[config.mk]
export PLATFORM = sky130hd
export DESIGN_NAME = mostra_sequencia
export DESIGN_NICKNAME = d
export VERILOG_FILES = /design/src/rtl/mostra_sequencia.sv
export SDC_FILE = /design/constraint.sdc
export NUM_CORES = 1
export LEC_CHECK = 0
export ABC_AREA = 1
export CORE_MARGIN = 4
export CORE_UTILIZATION = 45
export CTS_CLUSTER_SIZE = 25
export DETAILED_ROUTE_END_ITERATION = 8
export PLACE_DENSITY = 0.73
export SLEW_MARGIN = 5
export SYNTH_ARGS = -nofsm -noshare
export SYNTH_HDL_FRONTEND = slang
export SYNTH_SLANG_ARGS = --single-unit
[constraint.sdc]
create_clock -name clock -period 1.9 [get_ports clock]
set_input_delay 0.19 -clock clock [delete_from_list [all_inputs] [get_ports clock]]
set_output_delay 0.19 -clock clock [all_outputs]
set_load 0.05 [all_outputs]
[src/rtl/mostra_sequencia.sv]
// mostra_sequencia: flashes memory positions 0..rodada on the LEDs, each lit for
// T_ACESO cycles then dark for T_APAGADO cycles, and pulses pronto when done.
module mostra_sequencia #(
  parameter int T_ACESO   = 500,
  parameter int T_APAGADO = 250
) (
  input  logic       clock,
  input  logic       reset,
  input  logic       iniciar,
  input  logic       abortar,
  input  logic [3:0] rodada,
  input  logic [3:0] dado,
  output logic [3:0] endereco,
  output logic [3:0] leds,
  output logic       ocupado,
  output logic       pronto,
  output logic [3:0] db_estado,
  output logic [3:0] db_indice
);
  localparam int T_MAX = (T_ACESO > T_APAGADO) ? T_ACESO : T_APAGADO;
  localparam int TW    = (T_MAX > 1) ? $clog2(T_MAX) : 1;
  localparam logic [TW-1:0] ACESO_FIM   = TW'(T_ACESO - 1);
  localparam logic [TW-1:0] APAGADO_FIM = TW'(T_APAGADO - 1);
  typedef enum logic [3:0] {
    OCIOSO   = 4'd0,
    ENDERECA = 4'd1,
    ACESO    = 4'd2,
    APAGADO  = 4'd3,
    PROXIMO  = 4'd4,
    FIM      = 4'd5
  } estado_t;
  estado_t       estado_q, estado_d;
  logic [3:0]    indice_q, indice_d;
  logic [3:0]    rodada_q, rodada_d;
  logic [TW-1:0] timer_q, timer_d;
  always_ff @(posedge clock or negedge reset) begin
    if (!reset) begin
      estado_q <= OCIOSO;
      indice_q <= '0;
      rodada_q <= '0;
      timer_q  <= '0;
    end else begin
      estado_q <= estado_d;
      indice_q <= indice_d;
      rodada_q <= rodada_d;
      timer_q  <= timer_d;
    end
  end
  always_comb begin
    estado_d = estado_q;
    indice_d = indice_q;
    rodada_d = rodada_q;
    timer_d  = timer_q;
    if (abortar) begin
      // abort also suppresses a simultaneous start while idle
      if (estado_q != OCIOSO) begin
        estado_d = OCIOSO;
        indice_d = '0;
        timer_d  = '0;
      end
    end else begin
      case (estado_q)
        OCIOSO: if (iniciar) begin
          rodada_d = rodada;
          indice_d = '0;
          timer_d  = '0;
          estado_d = ENDERECA;
        end
        ENDERECA: begin
          timer_d  = '0;
          estado_d = ACESO;
        end
        ACESO: begin
          timer_d  = (timer_q == ACESO_FIM) ? '0 : timer_q + 1'b1;
          estado_d = (timer_q == ACESO_FIM) ? APAGADO : ACESO;
        end
        APAGADO: begin
          timer_d  = (timer_q == APAGADO_FIM) ? '0 : timer_q + 1'b1;
          estado_d = (timer_q == APAGADO_FIM) ? PROXIMO : APAGADO;
        end
        // compare before incrementing so rodada=15 never wraps the index
        PROXIMO: begin
          estado_d = (indice_q == rodada_q) ? FIM : ENDERECA;
          indice_d = (indice_q == rodada_q) ? indice_q : indice_q + 4'd1;
        end
        FIM: estado_d = OCIOSO;
        default: begin
          estado_d = OCIOSO;
          indice_d = '0;
          timer_d  = '0;
        end
      endcase
    end
  end
  assign endereco  = indice_q;
  assign db_indice = indice_q;
  assign leds      = (estado_q == ACESO) ? dado : 4'd0;
  assign ocupado   = (estado_q != OCIOSO);
  assign pronto    = (estado_q == FIM);
  assign db_estado = estado_q;
endmodule

Word level (Yosys, flattened, before mapping)
Index checks and enable logic that the tools add are counted.

storage, ports and cells
  output and inout port bits = 18
  ROM bits = 0
  word-level logic and storage cells = 46
  memories = 0
  input port bits = 12
  register bits = 21
  bits in latches = 0
  bits in writable memories = 0

operators by class
  divide/modulo/power cells = 0
  reduce and logical (&&, ||, !) cells = 8
  equal/unequal tests = 13
  bitwise operators = 1
  shift operators = 0
  multiplexer cells = 18
  order comparisons = 0
  add/sub/neg operators = 2
  multipliers = 0

operators with widths
  operator                                                          count
  9-bit 2-to-1 mux                                                  5
  9-bit one-hot mux with 4 select lines                             1
  4-bit 2-to-1 mux                                                  7
  4-bit one-hot mux with 5 select lines                             1
  4-bit one-hot mux with 3 select lines                             1
  9-bit by 1-bit adder with 9-bit output (second input constant)    1
  9-bit by 8-bit == test with 1-bit output (second input constant)  1
  9-bit == test (second input constant)                             1
  4-bit by 2-bit == test with 1-bit output (second input constant)  2
  4-bit by 3-bit == test with 1-bit output (second input constant)  2
  3-bit 2-to-1 mux                                                  2
  2-bit by 1-bit != test with 1-bit output (second input constant)  3
  3-bit != test (second input constant)                             2
  3-bit AND reduction                                               2
  4-bit by 1-bit adder with 4-bit output (second input constant)    1
  4-bit by 1-bit == test with 1-bit output (second input constant)  1
  4-bit == test                                                     1
  4-bit zero test                                                   1
  4-bit AND reduction                                               1
  4-bit nonzero test                                                1
  4-bit OR reduction                                                1
  2-bit AND reduction                                               1
  2-bit OR reduction                                                1
  1-bit 2-to-1 mux                                                  1
  1-bit inverter                                                    1

Longest topological paths before layout
Gate-level depths: netlist of run 1.

  word-level depth = 4
  depth in mapped cells = 9
  gate-level depth less buffers = 9

Least setup slack after synthesis of run 1
No wires, ideal clock.

  path kind = register to output
  start point = register estado_q[2] (netlist: db_estado[2])
  end point = output leds[0]
  arrival = 1.853 ns
  data required time = 1.710 ns
  path buffers = 0
  stages on the path, launching flop included = 6
  slack = -0.143 ns
  cells stage by stage = dfrtp_1 > inv_2 > nand2_2 > nor2_4 > inv_1 > nor2_1

between the ends
  cells in the longest elaborated chain, start to end = 2

RTL lines
  what                                      RTL line  text
  from (decl)                               32        estado_t estado_q, estado_d;
  from (signal assigned)                    43        estado_q <= estado_d;
  4-bit by 2-bit == test with 1-bit output  97        assign leds = (estado_q == ACESO) ? dado : 4'd0;
  4-bit 2-to-1 mux                          97
  to (decl)                                 14        output logic [3:0] leds,

Every way passes these cells.

Worst setup path after layout of run 1
  start point = register estado_q[0] (netlist: db_estado[0])
  end point = output db_estado[0]

RTL lines
  what       RTL line  text
  to (decl)  17        output logic [3:0] db_estado,

No word-level cell between the ends.

==> results of run 1 <==
## synth_stat cells
| cell | number | area share, % |
|---|---|---|
| a21oi_1 | 4 | 1.4 |
| a31oi_1 | 1 | 0.43 |
| buf_2 | 1 | 0.34 |
| buf_4 | 6 | 3.1 |
| conb_1 | 1 | 0.26 |
| dfrtp_1 | 20 | 34 |
| ha_1 | 3 | 2.6 |
| inv_1 | 27 | 6.9 |
| inv_2 | 3 | 0.77 |
| inv_4 | 1 | 0.43 |
| mux2_2 | 1 | 0.77 |
| nand2_1 | 46 | 12 |
| nand2_2 | 13 | 5.5 |
| nand2_4 | 2 | 1.5 |
| nand3_1 | 19 | 6.5 |
| nand3_2 | 3 | 2.0 |
| nand3b_1 | 2 | 1.0 |
| nand4_1 | 8 | 3.4 |
| nand4_2 | 1 | 0.85 |
| nor2_1 | 20 | 5.1 |
| nor2_2 | 2 | 0.85 |
| nor2_4 | 4 | 3.1 |
| nor3_1 | 1 | 0.34 |
| nor3_2 | 1 | 0.68 |
| nor3b_2 | 1 | 0.85 |
| o21ai_1 | 1 | 0.34 |
| o31ai_4 | 1 | 1.5 |
| xor2_1 | 6 | 3.6 |
## registers in the layout, summed over array words and instances (netlist names)
| signal | flops |
|---|---|
| timer_q | 9 |
| db_indice | 4 |
| rodada_q | 4 |
| db_estado | 3 |
## through the flow
step	TNS, ns	setup slack (ns)
finish	0	0.0711
global route	0	0.00480
CTS	0	0.00145
detailed placement	0	0.347
global placement	0	0.359
floorplan	-0.572	-0.143
## routing by layer
metal / global-route usage, % / part of all wire [%] / vias to the layer above
li1: - / - / 677
met1: 21.1 / 45 / 578
met2: 27.7 / 49 / 24
met3: 2.77 / 3.6 / 7
met4: 7.77 / 2.4 / 0
met5: 0 / 0 / -
## worst min path at each step
stage                     depth (start not counted)           end         from  slack (ns)
final                                             2  db_indice[2]        reset        0.21
after floorplan                                   0  db_estado[0]        reset       -0.11
after global routing                              2  db_indice[2]        reset        0.22
after detailed placement                          2   rodada_q[3]  rodada_q[3]        0.54
after CTS                                         2   rodada_q[0]        reset        0.21
after global placement                            2   rodada_q[2]  rodada_q[2]        0.52
## power breakdown
| part | switching (µW) | leakage (µW) | internal, µW | total, µW |
|---|---|---|---|---|
| Clock | 136 | 0.0000210 | 117 | 253 |
| Combinational | 383 | 0.000745 | 210 | 593 |
| Sequential | 40.0 | 0.000267 | 469 | 509 |
## cells in the final DEF (no fill, tap or decap), drive strengths merged, types with 2 or more instances in the layout
cell type      instances
nand4                  9
xor2                   6
dlygate4sd2            3
a21oi                  4
dfrtp                 20
nor3                   2
clkdlybuf4s50         15
nor2                  26
buf                   10
dlymetal6s2s           4
clkbuf                 4
nand3                 22
inv                   31
nand3b                 2
nand2                 61
ha                     3
## cells by family (layout without fill, tap and decap cells)
logic type,count (synthesis),count (layout)
compound gates,7,7
xor+xnor,6,6
fa+ha+maj,3,3
buf+inv,38,67
flops,20,20
mux,1,1
other cells,1,1
simple gates,123,123
## final cells by class
class / instances / area, µm² / area share (%)
clock buffer: 4 / 36.3 / 1.95
sequential: 20 / 500 / 26.9
timing repair buffer: 32 / 352 / 18.9
inverter: 31 / 119 / 6.39
multi-input combinational: 141 / 797 / 42.9
tap: 44 / 55.1 / 2.96
==> reports/qor.csv, run 1 <==
metric,value,unit
htreeDepth,1,
crit_path_start,db_estado[0],
rr_startpoint,timer_q[1],
cap_violations,0,
relSlewSlack,66.0,%
slew_viol_final,0,
fin_crit_sh,96.3,%
syn_to_final_growth,26.8,%
clkTransAtPathRegs,0.11,ns
drt_iter0_drc,44,
hold_ws,0.211,ns
place_area,1820,µm²
min_path_type,input port to asynchronous set/reset pin,
clk_latency,0.31,ns
clock-skew-final,0.00186,ns
cts_inserted_buffers,3,
max_freq,547,MHz
tightest_slew,0.509,ns
cp.depth,1,
rrSetupSlack,0.37,ns
yosys.area_share.xor_xnor,3.58,%
antenna_found_initial,0,
cp_data_required_time,1.71,ns
hold_viol,0,
ys_seq_elements,20,
die_area,4240,µm²
leakage,0.00103,µW
crit_fanout,5,
grt_max_degree,21,
grt_pass1_wl,5450,µm
routed_wl,3090,µm
numPortBuffers,28,
synth_area_per_cell,7.37,µm²
fin_crit,1.83,ns
ctsResizeCount,3,
ir_worst_vdd,448,µV
cp_num_buf_inv,1,
grt-ovfl-total,0,
drt-wirelength-per-cell,11.4,µm
num_vias,1286,
path_delay_family,buffers and inverters,
num_io_pins,30,
yosys.cell_types.count,28,
grt_pass1_vias,1200,
setup_violations,0,
cts.path.max_buffers,2,
power.density,729,nW/µm²
drive_gt1_share,20.6,%
root_buffer,clkbuf_4,
critPathMaxStageDelay,0.85,ns
status,finished clean,
synth_nets,214,
final_area,1860,µm²
viasPerCell,4.73,
yosysWarningCount,0,
cp_slowest_cell,clkdlybuf4s50_1,
synth_top_family_by_area,simple AND/OR/NAND/NOR gates,
gp_congestion,0.863,
fillers,291,
final_cells,272,
dr.pass1.iters,4,
dieHeight,65.1,µm
end_kind,primary output,
core_area,3080,µm²
critPathCapture,db_estado[0],
die_x,65.1,µm
crit_chain,clkdlybuf4s50_1,
reg2reg_to,timer_q[0],
final_util,60.4,%
ctsHoldBuffers,0,
synth_fa_ha_area_share,2.56,%
synthCells,199,
nNetsFinal,244,
drcViolationCount,0,
num_antenna_cells,0,
power.total,1360,µW
post-cts-setup-buffers,0,
clkSinkCount,20,
cp_data_arrival_time,1.64,ns
dp_hpwl,2390,µm
synthMuxAreaShare,0.768,%
num_rows,20,
worstSetupStartpointType,flop,
synth_area,1470,µm²
dp_cells,268,
synth-compound-area-share,3.58,%
synthSimpleGateAreaFrac,43.6,%
ff2ff_path_depth,8,
rsz0062_at_grt,no,
setup.worst_path.class,flop to primary output,
synth-seq-area-share,34.1,%
drtAntennaViolNets,0,
initial_core_util,47.6,%
cts_tree,done,
grt_usage,16.7,%
Power figures use the tool's default switching activity.
==> run 2: changes to the inputs <==
==> constraint.sdc (replaced) <==
create_clock -name clock -period 1.8 [get_ports clock]
set_input_delay 0.18 -clock clock [delete_from_list [all_inputs] [get_ports clock]]
set_output_delay 0.18 -clock clock [all_outputs]
set_load 0.05 [all_outputs]
==> run 2 against run 1 <==
Worst hold slack improved by 0.0034 ns. Setup slack got worse by 0.026 ns. Combinational power rose by 16%. Highest routed layer unchanged. Flip-flop and latch count did not move. Via count rose by 0.31%. Count of clock-buffer cells in the layout did not move. Non-clock buffer count rose by 3. Clock skew rose by 0.0011 ns. First-iteration DRC count rose by 20%.
==> reports/qor.csv, run 2 (synthesized netlist as in run 1, its figures left out) <==
metric,value,unit,change
root_buffer,clkbuf_4,,unchanged
num_rows,20,,unchanged
largest-register,timer_q,,unchanged
initial_core_util,47.6,%,unchanged
final_cells,275,,was 272
fin_crit,1.75,ns,
dp_worst_setup_slack,0.246,ns,was 0.347 ns
grt_usage,17.2,%,was 16.7%
clkTransAtPathRegs,0.11,ns,about the same
power.density,787,nW/µm²,was 729 nW/µm²
end_kind,primary output,,unchanged
grt_pass1_wl,5730,µm,was 5450 µm
rsz0062_at_grt,yes,,was no
cts_tree,done,,unchanged
clock-skew-final,0.00298,ns,was 0.00186 ns
num_antenna_cells,0,,unchanged
status,finished clean,,unchanged
timing.final.ws_setup,0.0452,ns,was 0.0711 ns
numPortBuffers,28,,unchanged
clkSinkCount,20,,unchanged
syn_to_final_growth,29.1,%,was 26.8%
num_vias,1290,,was 1286
min_path_type,input port to asynchronous set/reset pin,,unchanged
ctsHoldBuffers,0,,unchanged
antenna_found_initial,0,,unchanged
grt_pass1_vias,1227,,was 1200
dp_hpwl,2460,µm,was 2390 µm
routed_wl,3170,µm,was 3090 µm
setup.worst_path.class,flop to primary output,,unchanged
core_area,3080,µm²,unchanged
fin_setup_tns,0,ns,unchanged
drcViolationCount,0,,unchanged
gp_congestion,0.887,,was 0.863
cap_violations,0,,unchanged
hold_viol,0,,unchanged
final_common_cell,nand2_1,,unchanged
dp_cells,269,,was 268
largest_register_ffs,9,,unchanged
grt_max_degree,21,,unchanged
dieHeight,65.1,µm,unchanged
crit_fanout,5,,unchanged
clk_latency,0.30,ns,was 0.31 ns
dr.pass1.iters,4,,unchanged
slew_viol_final,0,,unchanged
viasPerCell,4.69,,was 4.73
leakage,0.000985,µW,was 0.00103 µW
num_io_pins,30,,unchanged
nNetsFinal,247,,was 244
fin_crit_sh,97.5,%,
setup_violations,0,,unchanged
die_area,4240,µm²,unchanged
ir_worst_vdd,418,µV,was 448 µV
die_x,65.1,µm,unchanged
drt-wirelength-per-cell,11.5,µm,was 11.4 µm
drt_iter0_drc,53,,was 44
drtAntennaViolNets,0,,unchanged
tightest_slew,0.503,ns,was 0.509 ns
cp_data_required_time,1.62,ns,was 1.71 ns
cts_inserted_buffers,3,,unchanged
relSlewSlack,66.4,%,was 66.0%
cts.path.max_buffers,2,,unchanged
grt-ovfl-total,0,,unchanged
drive_gt1_share,27.7,%,was 20.6%
power.total,1490,µW,was 1360 µW
worstSetupStartpointType,flop,,unchanged
htreeDepth,1,,unchanged
cp_data_arrival_time,1.57,ns,was 1.64 ns
max_freq,570,MHz,
final_cell_mix,"46 x nand2_1, 26 x inv_1, 19 x nand3_1, 19 x dfrtp_1, 16 x nor2_1",,"was 46 x nand2_1, 27 x inv_1, 20 x nor2_1, 20 x dfrtp_1, 19 x nand3_1"
-- run 2: cell types whose count changed in the layout (fill, tap and decap cells not counted), sizes merged --
cell	change
clkinvlp	+1
buf	+11
inv	-1
dlymetal6s2s	-4
dlygate4sd2	-1
clkdlybuf4s50	-3
-- run 2: per-layer routing --
metal / share of wire [%] / global-route usage [%]
met5: 0 / 0
met3: 5.0 / 3.12
met2: 52 / 29.4
met4: 0.35 / 5.44
met1: 43 / 22.0
-- run 2: stage by stage --
step	util, %	hold slack, ns	area, µm²
after detailed placement	59.8	0.530	1840
final	61.5	0.214	1890
after floorplan	-	-0.116	1480
after CTS	60.9	0.208	1870
after global routing	61.5	0.205	1890
after global placement	59.8	0.524	1840
-- run 2: area by class of cell --
type                    count  area [µm²]
clock buffers               4        36.3
fillers                   289        1180
inverters                  31         123
multi-input cells         141         807
flip-flops and latches     20         502
well taps                  44        55.1
repair buffers             35         370
-- run 2: timing repair --
action	in CTS	in global routing
setup endpoints to repair	2	4
gates resized for setup	2	2
setup buffers	0	2
pin swaps	0	1
-- run 2: critical path: stages, from the launching register on --
cell,delay [ns]
dfrtp_1,0.42
inv_2,0.09
nand2_2,0.11
nor2_4,0.16
clkinvlp_4,0.16
nor2_2,0.18
buf_12,0.16
-- run 2: where the power goes --
part,internal [µW],switching (µW)
Combinational,261,428
Sequential,496,41.9
Clock,123,139
-- run 2: worst paths after layout --
check	startpoint	end	slack, ns	cells after the start
min	reset	rodada_q[0]	0.21	2
min in group clock	rodada[2]	rodada_q[2]	0.45	3
max	db_estado[2]	leds[3]	0.05	6
max reg2reg	timer_q[1]	timer_q[1]	0.29	8
max in group asynchronous	reset	db_estado[1]	1.35	2
min reg2reg	rodada_q[2]	rodada_q[2]	0.54	2
==> run 3: changes to the inputs <==
==> constraint.sdc (replaced) <==
create_clock -name clock -period 1.8 [get_ports clock]
set_input_delay 0.18 -clock clock [delete_from_list [all_inputs] [get_ports clock]]
set_output_delay 0.18 -clock clock [all_outputs]
set_load 0.01 [all_outputs]
==> run 3 against run 2 <==
First-iteration DRC count rose by 32%. Flip-flop and latch count did not move. Setup slack improved by 0.10 ns. Die area did not move. Clock power barely moved. Largest cell class unchanged. Highest routed layer unchanged.
==> reports/qor.csv, run 3 (synthesized netlist as in run 1, its figures left out) <==
metric,value,unit,change
clock-skew-final,0.00226,ns,was 0.00298 ns
cts.path.max_buffers,2,,unchanged
largest-register,timer_q,,unchanged
clkTransAtPathRegs,0.12,ns,was 0.11 ns
nNetsFinal,247,,unchanged
routed-wl-met3,107,µm,was 159 µm
drt-wirelength-per-cell,11.3,µm,was 11.5 µm
routed_wl,3110,µm,was 3170 µm
ir_worst_vdd,396,µV,was 418 µV
dr.max_layer_used,met4,,unchanged
viasPerCell,4.71,,was 4.69
cp_slowest_cell,dfrtp_1,,unchanged
dieHeight,65.1,µm,unchanged
clkSinkCount,20,,unchanged
fin_crit,1.65,ns,was 1.75 ns
min_path_type,input port to asynchronous set/reset pin,,unchanged
num_io_pins,30,,unchanged
status,finished clean,,unchanged
grt-ovfl-total,0,,unchanged
cts_inserted_buffers,3,,unchanged
fin_crit_sh,91.9,%,was 97.5%
drcViolationCount,0,,unchanged
ctsHoldBuffers,0,,unchanged
drt_iter0_drc,70,,was 53
clk_latency,0.30,ns,about the same
fin_setup_tns,0,ns,unchanged
grt_pass1_vias,1219,,was 1227
num_rows,20,,unchanged
die_x,65.1,µm,unchanged
reg2reg_to,timer_q[7],,was timer_q[1]
dr.pass1.iters,4,,unchanged
setup.worst_path.class,flop to primary output,,unchanged
crit_chain,buf_4 > inv_1 > nand2_4 > inv_2 > nand2_4 > dlygate4sd2_1,,was inv_2 > nand2_2 > nor2_4 > clkinvlp_4 > nor2_2 > buf_12
die_area,4240,µm²,unchanged
path_delay_family,buffers and inverters,,was simple AND/OR/NAND/NOR gates
cap_violations,0,,unchanged
ff2ff_path_depth,11,,was 8
max_freq,604,MHz,was 570 MHz
end_kind,primary output,,unchanged
drtAntennaViolNets,0,,unchanged
antenna_found_initial,0,,unchanged
dp_hpwl,2370,µm,was 2460 µm
cp_data_arrival_time,1.47,ns,was 1.57 ns
root_buffer,clkbuf_4,,unchanged
drive_gt1_share,19.5,%,was 27.7%
num_antenna_cells,0,,unchanged
grt_max_degree,21,,unchanged
grt_pass1_wl,5330,µm,was 5730 µm
rrSetupSlack,0.28,ns,was 0.29 ns
largest_register_ffs,9,,unchanged
rsz0062_at_grt,no,,was yes
numPortBuffers,28,,unchanged
syn_to_final_growth,25.0,%,was 29.1%
setup_violations,0,,unchanged
rr_startpoint,db_estado[1],,was timer_q[1]
power.total,1310,µW,was 1490 µW
cp_data_required_time,1.62,ns,about the same
num_vias,1296,,was 1290
leakage,0.000961,µW,was 0.000985 µW
slew_viol_final,0,,unchanged
routedLengthMet1,1420,µm,was 1360 µm
fillers,303,,was 289
initial_core_util,47.6,%,unchanged
critPathMaxStageDelay,0.40,ns,was 0.42 ns
htreeDepth,1,,unchanged
core_area,3080,µm²,unchanged
final_common_cell,nand2_1,,unchanged
gp_congestion,0.850,,was 0.887
hold_ws,0.201,ns,was 0.214 ns
dr_wl_met2,1550,µm,was 1630 µm
cp_num_buf_inv,4,,was 3
cts_tree,done,,unchanged
power.density,716,nW/µm²,was 787 nW/µm²
worstSetupStartpointType,flop,,unchanged
path_common_cell,nand2_4,,
grt_usage,16.2,%,was 17.2%
crit_fanout,3,,was 5
hold_viol,0,,unchanged
final_cell_mix,"46 x nand2_1, 26 x inv_1, 22 x clkdlybuf4s50_1",,"was 46 x nand2_1, 26 x inv_1, 19 x nand3_1, 19 x dfrtp_1, 16 x nor2_1"
## run 3: worst max path at each step
stage | endpoint | start | slack [ns] | cells after the start
global route | ocupado | db_estado[1] | 0.05 | 6
global placement | timer_q[8] | abortar | 0.19 | 8
floorplan | timer_q[4] | timer_q[0] | 0.50 | 8
finish | ocupado | db_estado[1] | 0.15 | 6
detailed placement | leds[1] | db_estado[1] | 0.14 | 5
CTS | ocupado | db_estado[1] | 0.13 | 6
## run 3: cell type report
cell class              count  area, µm²  area share, %
inverters                  31        119           6.48
well taps                  44       55.1           3.00
flip-flops and latches     20        500           27.3
multi-input cells         141        797           43.5
repair buffers             35        325           17.7
clock buffers               4       36.3           1.98
## run 3: layer usage
metal | track usage (%) | vias up
met1 | 19.6 | 591
met3 | 3.12 | 4
met5 | 0 | -
met2 | 28.7 | 17
li1 | - | 684
met4 | 4.92 | 0
## run 3: power breakdown
part / leakage [µW] / total, µW / switching (µW) / internal (µW)
clock network: 0.0000210 / 264 / 141 / 123
logic: 0.000673 / 519 / 312 / 207
registers: 0.000267 / 530 / 34.6 / 495
## run 3: metrics by stage
| step | instances | setup WS, ns | util [%] | area [µm²] |
|---|---|---|---|---|
| 5_1_grt | 275 | 0.0504 | 59.6 | 1830 |
| 4_1_cts | 275 | 0.128 | 59.6 | 1830 |
| 2_1_floorplan | 199 | 0.504 | - | 1470 |
| 6_report | 275 | 0.145 | 59.6 | 1830 |
| 3_3_place_gp | 269 | 0.187 | 58.1 | 1790 |
| 3_5_place_dp | 269 | 0.136 | 58.1 | 1790 |
## run 3: timing repair
item	4_1_cts	5_1_grt
endpoints found under the setup margin	6	0
buffers inserted	2	0
resized for setup	7	0
